==> src/rtl/sap_cg_pkg.sv <==
// Shared types and constants for the SAP clock-gating controller.
package sap_cg_pkg;

  localparam int unsigned WAKE_CNT_W = 4;

  typedef enum logic [1:0] {
    StActive = 2'd0,
    StDrain  = 2'd1,
    StGated  = 2'd2,
    StWake   = 2'd3
  } cg_state_e;

endpackage

==> src/rtl/sap_cg_domain_fsm.sv <==
// One gated domain: idle run-length counter, drain handshake, wake settle sequencing.
// Optional gated-cycle statistic under SAP_CG_STATS_EN.
module sap_cg_domain_fsm
  import sap_cg_pkg::*;
#(
  parameter int unsigned CNT_W       = 8,
  parameter int unsigned WAKE_CYCLES = 2
`ifdef SAP_CG_STATS_EN
  ,
  parameter int unsigned STAT_W      = 32
`endif
) (
  input  logic             clk_i,
  input  logic             rst_i,
  input  logic             test_en_i,
  input  logic [CNT_W-1:0] cfg_idle_thresh_i,
  input  logic             idle_i,
  input  logic             wake_req_i,
  input  logic             sleep_ack_i,
  output logic             sleep_req_o,
  output logic             clk_en_o,
  output logic             ready_o
`ifdef SAP_CG_STATS_EN
  ,
  output logic [STAT_W-1:0] gated_cnt_o
`endif
);

  localparam logic [WAKE_CNT_W-1:0] WakeLast = WAKE_CNT_W'(WAKE_CYCLES - 1);

  cg_state_e              state_q, state_d;
  logic [CNT_W-1:0]       idle_cnt_q, idle_cnt_d;
  logic [WAKE_CNT_W-1:0]  wake_cnt_q, wake_cnt_d;
  logic                   clk_en_q, ready_q, sleep_req_q;

  logic                   idle_hit;
  logic                   thresh_nz;
  logic [CNT_W:0]         cnt_inc;
  logic                   go_drain;

  assign idle_hit  = idle_i & ~wake_req_i;
  assign thresh_nz = |cfg_idle_thresh_i;
  assign cnt_inc   = {1'b0, idle_cnt_q} + {{CNT_W{1'b0}}, 1'b1};
  // Compare against the incremented count so DRAIN lands on the edge the count reaches T;
  // >= also covers a threshold lowered below the running count.
  assign go_drain  = thresh_nz & idle_hit & (cnt_inc >= {1'b0, cfg_idle_thresh_i});

  always_comb begin
    state_d    = state_q;
    idle_cnt_d = '0;
    wake_cnt_d = '0;
    if (test_en_i) begin
      state_d = StActive;
    end else begin
      unique case (state_q)
        StActive: begin
          if (go_drain) begin
            state_d    = StDrain;
            idle_cnt_d = cfg_idle_thresh_i;
          end else if (idle_hit && thresh_nz) begin
            idle_cnt_d = cnt_inc[CNT_W-1:0];
          end
        end
        StDrain: begin
          if (wake_req_i) begin
            state_d = StActive;
          end else if (sleep_ack_i) begin
            state_d = StGated;
          end
        end
        StGated: begin
          if (wake_req_i) begin
            state_d = StWake;
          end
        end
        StWake: begin
          if (wake_cnt_q == WakeLast) begin
            state_d = StActive;
          end else begin
            wake_cnt_d = wake_cnt_q + 1'b1;
          end
        end
        default: state_d = StActive;
      endcase
    end
  end

  always_ff @(posedge clk_i or posedge rst_i) begin
    if (rst_i) begin
      state_q     <= StActive;
      idle_cnt_q  <= '0;
      wake_cnt_q  <= '0;
      clk_en_q    <= 1'b1;
      ready_q     <= 1'b1;
      sleep_req_q <= 1'b0;
    end else begin
      state_q     <= state_d;
      idle_cnt_q  <= idle_cnt_d;
      wake_cnt_q  <= wake_cnt_d;
      // Outputs decoded from next state so they come straight from flops.
      clk_en_q    <= (state_d != StGated);
      ready_q     <= (state_d == StActive);
      sleep_req_q <= (state_d == StDrain);
    end
  end

  assign clk_en_o    = clk_en_q;
  assign ready_o     = ready_q;
  assign sleep_req_o = sleep_req_q;

`ifdef SAP_CG_STATS_EN
  logic [STAT_W-1:0] gated_cnt_q;

  always_ff @(posedge clk_i or posedge rst_i) begin
    if (rst_i) begin
      gated_cnt_q <= '0;
    end else if (state_q == StGated) begin
      gated_cnt_q <= gated_cnt_q + 1'b1;
    end
  end

  assign gated_cnt_o = gated_cnt_q;
`endif

endmodule

==> src/rtl/sap_clock_gate_ctrl.sv <==
// Per-domain clock-gating controller driving clock-gate cell enables.
// Define SAP_CG_STATS_EN to add per-domain gated-cycle counters on gated_cnt_o.
module sap_clock_gate_ctrl
  import sap_cg_pkg::*;
#(
  parameter int unsigned N_DOM       = 4,
  parameter int unsigned CNT_W       = 8,
  parameter int unsigned WAKE_CYCLES = 2,
  parameter int unsigned STAT_W      = 32
) (
  input  logic             clk_i,
  input  logic             rst_i,
  input  logic             test_en_i,
  input  logic [CNT_W-1:0] cfg_idle_thresh_i,
  input  logic [N_DOM-1:0] idle_i,
  input  logic [N_DOM-1:0] wake_req_i,
  input  logic [N_DOM-1:0] sleep_ack_i,
  output logic [N_DOM-1:0] sleep_req_o,
  output logic [N_DOM-1:0] clk_en_o,
  output logic [N_DOM-1:0] ready_o
`ifdef SAP_CG_STATS_EN
  ,
  output logic [N_DOM*STAT_W-1:0] gated_cnt_o
`endif
);

  if (WAKE_CYCLES < 1 || WAKE_CYCLES > 15 || STAT_W < 1) begin : g_bad_param
    $error("sap_clock_gate_ctrl: WAKE_CYCLES must be 1..15 and STAT_W nonzero");
  end

  logic [N_DOM-1:0] clk_en_fsm;

  for (genvar d = 0; d < N_DOM; d++) begin : g_dom
    sap_cg_domain_fsm #(
      .CNT_W       (CNT_W),
      .WAKE_CYCLES (WAKE_CYCLES)
`ifdef SAP_CG_STATS_EN
      ,
      .STAT_W      (STAT_W)
`endif
    ) u_fsm (
      .clk_i             (clk_i),
      .rst_i             (rst_i),
      .test_en_i         (test_en_i),
      .cfg_idle_thresh_i (cfg_idle_thresh_i),
      .idle_i            (idle_i[d]),
      .wake_req_i        (wake_req_i[d]),
      .sleep_ack_i       (sleep_ack_i[d]),
      .sleep_req_o       (sleep_req_o[d]),
      .clk_en_o          (clk_en_fsm[d]),
      .ready_o           (ready_o[d])
`ifdef SAP_CG_STATS_EN
      ,
      .gated_cnt_o       (gated_cnt_o[d*STAT_W +: STAT_W])
`endif
    );
  end

  // test_en_i is static, so ORing it onto a flop output keeps en_i glitch-free.
  assign clk_en_o = clk_en_fsm | {N_DOM{test_en_i}};

endmodule

==> config.mk <==
export PLATFORM = sky130hd
export DESIGN_NAME = sap_clock_gate_ctrl
export DESIGN_NICKNAME = d
export VERILOG_FILES = /design/src/rtl/sap_cg_pkg.sv /design/src/rtl/sap_cg_domain_fsm.sv /design/src/rtl/sap_clock_gate_ctrl.sv
export SDC_FILE = /design/constraint.sdc
export NUM_CORES = 1
export LEC_CHECK = 0
export BUFFER_PORTS_ARGS = -buffer_cell sky130_fd_sc_hd__buf_4
export CORE_UTILIZATION = 35
export CTS_CLUSTER_DIAMETER = 80
export DETAILED_ROUTE_END_ITERATION = 8
export MAX_ROUTING_LAYER = met4
export PLACE_DENSITY = 0.61
export SLEW_MARGIN = 0
export SYNTH_ARGS = -nofsm -noshare
export SYNTH_HDL_FRONTEND = slang
export SYNTH_SLANG_ARGS = --single-unit
==> constraint.sdc <==
create_clock -name clk_i -period 3.3 [get_ports clk_i]
set_input_delay 0.495 -clock clk_i [delete_from_list [all_inputs] [get_ports clk_i]]
set_output_delay 0.495 -clock clk_i [all_outputs]
set_load 0.05 [all_outputs]
* Yosys cells after proc, flatten, opt, wreduce, memory -nomap -nowiden
Index checks and enable logic that the tools add are counted.
** Cells by class
- $mul :: 0
- Muxes and demuxes :: 56
- $add $sub $neg :: 8
- Div/mod/pow operators :: 0
- $lt $le $gt $ge :: 4
- Reductions and logical operators :: 13
- Bitwise logic cells :: 17
- Shifts and indexed selects :: 0
- Equality and inequality tests :: 24
** Operators by type and width (count)
- $mux 8 :: 16
- $mux 2 :: 24
- $mux 4 :: 12
- $add 8x1->9 const B :: 4
- $ge 9x8->1 :: 4
- $pmux 2 s4 :: 4
- $add 4x1->4 const B :: 4
- $eq 2x1->1 const B :: 8
- $eq 2x2->1 const B :: 8
- $eq 4x1->1 const B :: 4
- $logic_not 2->1 :: 8
- $and 1x1->1 :: 12
- $ne 2x2->1 const B :: 4
- $reduce_or 8->1 :: 1
- $logic_and 1x1->1 :: 4
- $not 1->1 :: 4
- $or 4x4->4 :: 1
** Storage, ports and cells
- RAM bits :: 0
- Bits in read-only memories :: 0
- Output and inout port bits :: 12
- Register bits after elaboration :: 68
- Word-level logic and storage cells :: 146
- Memories :: 0
- Latch bits :: 0

* Depth between registers and ports, before layout
- Depth in word-level cells :: 8
- Mapped depth :: 11

* By module
Synthesis repeated with hierarchy kept, for this count alone.
** Unflattened totals
- Cells, all modules :: 460
- Area, all modules :: 4436.8 µm²
** By module, submodules not included
- sap_cg_domain_fsm (g_dom[0].u_fsm ...) :: cells an instance 112, sequential area each 427.9 µm², times used 3, area each 1096.1 µm²
- sap_cg_domain_fsm (g_dom[1].u_fsm) :: cells an instance 120, sequential area each 427.9 µm², times used 1, area each 1123.6 µm²
- sap_clock_gate_ctrl :: cells an instance 4, sequential area each 0.0 µm², times used 1, area each 25.0 µm²

* Worst setup path before layout
Ideal clock, no wire load.
- Kind :: register to register
- Start :: register g_dom[1].u_fsm.idle_cnt_q[0]
- End :: register g_dom[1].u_fsm.ready_q
- Setup time :: 0.069 ns
- Slack :: 0.777 ns
- Period minus slack after synthesis :: 2.523 ns
- Stages on the path, launching flop included :: 12
- Data required time :: 3.231 ns
- Arrival :: 2.454 ns
- Path through :: dfrtp_1 ha_1 nand3_1 nor2_1 xor2_1 ha_1 and3_1 a221oi_1 o21ai_0 clkbuf_1 o31ai_1 nor2b_1
** On the way
- Longest elaborated chain between the ends :: 7
** Ends and longest elaborated chain
- start, declared :: RTL line sap_cg_domain_fsm.sv:32 : logic [CNT_W-1:0] idle_cnt_q, idle_cnt_d;
- start signal, assigned :: RTL line sap_cg_domain_fsm.sv:98 : idle_cnt_q <= idle_cnt_d;
- $add 8x1->9 :: RTL line sap_cg_domain_fsm.sv:43 : assign cnt_inc = {1'b0, idle_cnt_q} + {{CNT_W{1'b0}}, 1'b1};
- $ge 9x8->1 :: RTL line sap_cg_domain_fsm.sv:46 : assign go_drain = thresh_nz & idle_hit & (cnt_inc >= {1'b0, cfg_idle_thresh_i});
- $and 1x1->1 :: RTL line sap_cg_domain_fsm.sv:46
- $mux 2 :: RTL line sap_cg_domain_fsm.sv:57 : if (go_drain) begin
- $pmux 2 s4 :: RTL line sap_cg_domain_fsm.sv:55 : unique case (state_q)
- $mux 2 :: RTL line sap_cg_domain_fsm.sv:52 : if (test_en_i) begin
- $logic_not 2->1 :: RTL line sap_cg_domain_fsm.sv:102 : ready_q <= (state_d == StActive);
- end signal, assigned :: RTL line sap_cg_domain_fsm.sv:102
- end, declared :: RTL line sap_cg_domain_fsm.sv:34 : logic clk_en_q, ready_q, sleep_req_q;
Every way passes these cells.

* Worst setup path in the final report
- Start :: register g_dom[1].u_fsm.idle_cnt_q[0]
- End :: register g_dom[1].u_fsm.idle_cnt_q[0]
** On the way
- Longest elaborated chain between the ends :: 6
- Elaborated cells on any way between the ends :: 7
** Ends and longest elaborated chain (RTL line)
- $add 8x1->9 * :: sap_cg_domain_fsm.sv:43
- $ge 9x8->1 :: sap_cg_domain_fsm.sv:46
- $and 1x1->1 :: sap_cg_domain_fsm.sv:46
- $mux 8 * :: sap_cg_domain_fsm.sv:57
- $mux 8 * :: sap_cg_domain_fsm.sv:55
- $mux 8 * :: sap_cg_domain_fsm.sv:52
- via g_dom[1].u_fsm.idle_cnt_d[0] :: sap_cg_domain_fsm.sv:32
Mark *: on every way through the listed nets, which the timed path passes. The rest lies on a longest branch.

==> results.cfg <==
[status]
run_status = finished clean

[logic_synthesis]
synth_compound_area_share_pct = 17.5
avgSynthCellArea_um2 = 9.45
synth_mux_area_share_pct = 1.36
synth_nets = 536
synth_top_family_by_area = simple AND/OR/NAND/NOR gates
synth_xor_area_share_pct = 6.33
yosysWarnings = 0
seq_area_frac_synth_pct = 38.6
yosys.area_share.simple_pct = 19.8
syn_inst = 469
synthAdderAreaFrac_pct = 12.4
synth_area_leaders = dfrtp_1 (34%), ha_1 (12%), dfstp_2 (4.7%)
synthTopCellsByCount = dfrtp_1 (60), nor2_1 (50), ha_1 (44)
synth_top_area_share_pct = 33.9
ys_types = 50
yosysMostFrequentCell = dfrtp_1
async_flop_share_pct = 100
synth_largest_area_cell = dfrtp_1
synth-seq-cells = 68
syn_area_um2 = 4430
ys.flop_type = dfrtp_1
synth_edf_count = 0

[clock_tree]
clk_latency_ps = 340
postCtsSetupBuffers = 0
clockRootBuffer = clkbuf_16
htreeDepth = 3
clockBufferDepth = 2
cts_tree = done
numClockSinks = 68
cts_buffers = 9
clk_pin_slew_ps = 50

[floorplan]
rows = 40
die_h_um = 115
boundaryPins = 35
initial_core_util_pct = 36.4
fp.coreArea_um2 = 12200
dieArea_um2 = 13100
die_w_um = 115

[route]
drtIter0Drc = 239
dr.pass1.iters = 5
detail_route.wirelength_um = 10500
antenna_left = 0
drc = 0
vias = 3601
wl_per_cell_um = 15.6
vias_per_cell = 5.34

[global_route]
grt_pass1_vias = 3581
antenna_found_initial = 0
grt_pass1_wl_um = 17500
grt_overflow = 0
track_usage_pct = 17.7
grt_start_max_net_pins = 35

[sta]
report.final.setup_viol = 0
fin_tns_setup_ps = 0
max_freq_mhz = 332
tightestPinTransition_ps = 1150
final_max_slew_viol_count = 0
finalHoldViolCount = 0
finalClockSkew_ps = 7.63
whs_ps = 22.6
finalCritPeriodShare_pct = 91.3
layout_min_cycle_time_ps = 3010
slew_headroom_pct = 22.5
rsz0062_at_grt = no

[critical_path]
path_class = reg2reg
crit_path_start_kind = flip-flop
crit_arrival_ps = 3270
crit_path_end_kind = flip-flop
worstPathMaxFanout = 11
crit_required_ps = 3550

[worst_hold_path]
hold_path.class = in2async

[power]
powerDensity_nw_per_um2 = 367
vdd_drop_max_mv = 0.257
leakagePower_nw = 2.47

[finish]
drive_above_1_share_pct = 16.2
utilization_pct = 42.0
antennaDiodeCount = 0
final_nets = 569
syn_to_final_growth_pct = 15.4

[place]
dp_hpwl_um = 7780
port_buffers = 34
place_congestion = 0.837

[run]
maxCapViolCount = 0
report_power, final:
group / internal, mW / switching, mW
combinational: 0.0516 / 0.0952
clock: 0.523 / 0.364
sequential: 0.838 / 0.00427
total: 1.41 / 0.464
critical path, cell delays in order (launching register included):
cell and delay, ps:
dfrtp_1 420, ha_1 220, nand3_1 130, nor2_1 150, xor2_1 200, ha_1 270, and3_1 180, a221oi_1 240
o21ai_0 440, or4b_1 600, o21ai_0 80
timing repair:
| action | in CTS | in global routing |
|---|---|---|
| hold buffers | 0 | 0 |
| endpoints found under the setup margin | 0 | 4 |
| hold endpoints to repair | 0 | 0 |
| gates resized for setup | 0 | 1 |
cell usage in the layout, fill, tap and decap left out, types with 7 or more instances in the layout:
master,n
dfrtp_1,60
nor2_1,50
ha_1,44
buf_4,39
o21ai_0,35
nand3_1,24
nand2_1,23
inv_1,20
a21oi_1,19
xnor2_1,16
xor2_1,16
nand4_1,11
a21o_1,10
or2_2,10
nor3_1,9
clkbuf_16,9
and3_1,8
dfstp_2,8
nor3b_1,7
flip-flops by register name, summed over array words and instances, names as in the netlist:
signal                   cells
g_dom.u_fsm.ready_o          4
g_dom.u_fsm.state_q          8
g_dom.u_fsm.sleep_req_o      4
g_dom.u_fsm.wake_cnt_q      16
g_dom.u_fsm.clk_en_o         4
g_dom.u_fsm.idle_cnt_q      32
final timing paths:
kind	start	end	slack [ps]	cells past startpoint
setup / recovery	g_dom[1].u_fsm.idle_cnt_q[0]	g_dom[1].u_fsm.idle_cnt_q[0]	290	10
hold / removal	rst_i	g_dom[2].u_fsm.sleep_req_o	20	2
setup reg to reg	g_dom[1].u_fsm.idle_cnt_q[0]	g_dom[1].u_fsm.idle_cnt_q[0]	290	10
hold reg to reg	g_dom[0].u_fsm.wake_cnt_q[0]	g_dom[0].u_fsm.wake_cnt_q[0]	490	1
max in group asynchronous	rst_i	g_dom[3].u_fsm.ready_o	2610	3
min in group clk_i	g_dom[0].u_fsm.wake_cnt_q[0]	g_dom[0].u_fsm.wake_cnt_q[0]	490	1
final cells by class:
cell class              count  area [µm²]
clock inverters             4        26.3
fillers                  1185        7050
inverters                  21        78.8
repair buffers             39         293
flip-flops and latches     68        1710
multi-input cells         363        2550
well taps                 168         210
clock buffers              11         243
routing by layer:
metal,wire [µm],global-route usage [%],up-vias
li1,-,-,1770
met1,5140,23.2,1728
met2,4650,26.8,84
met3,492,3.39,19
met4,247,6.93,0
met5,0,-,-
per-stage QoR:
| stage | total power, mW | area, µm² | instances | setup WS [ps] |
|---|---|---|---|---|
| floorplan | 0.934 | 4430 | 469 | 777 |
| finish | 1.88 | 5110 | 674 | 286 |
| CTS | 1.89 | 5110 | 674 | 229 |
| global route | 1.94 | 5110 | 674 | 39.8 |
| global placement | 1.00 | 4840 | 659 | 402 |
| detailed placement | 1.00 | 4840 | 659 | 252 |
kinds of logic after synthesis:
group	Yosys count
simple gates	167
mux	6
buf+inv	38
flops	68
fa+ha+maj	44
xor+xnor	32
compound gates	114
Note: power is estimated with default switching activity, not from simulation.
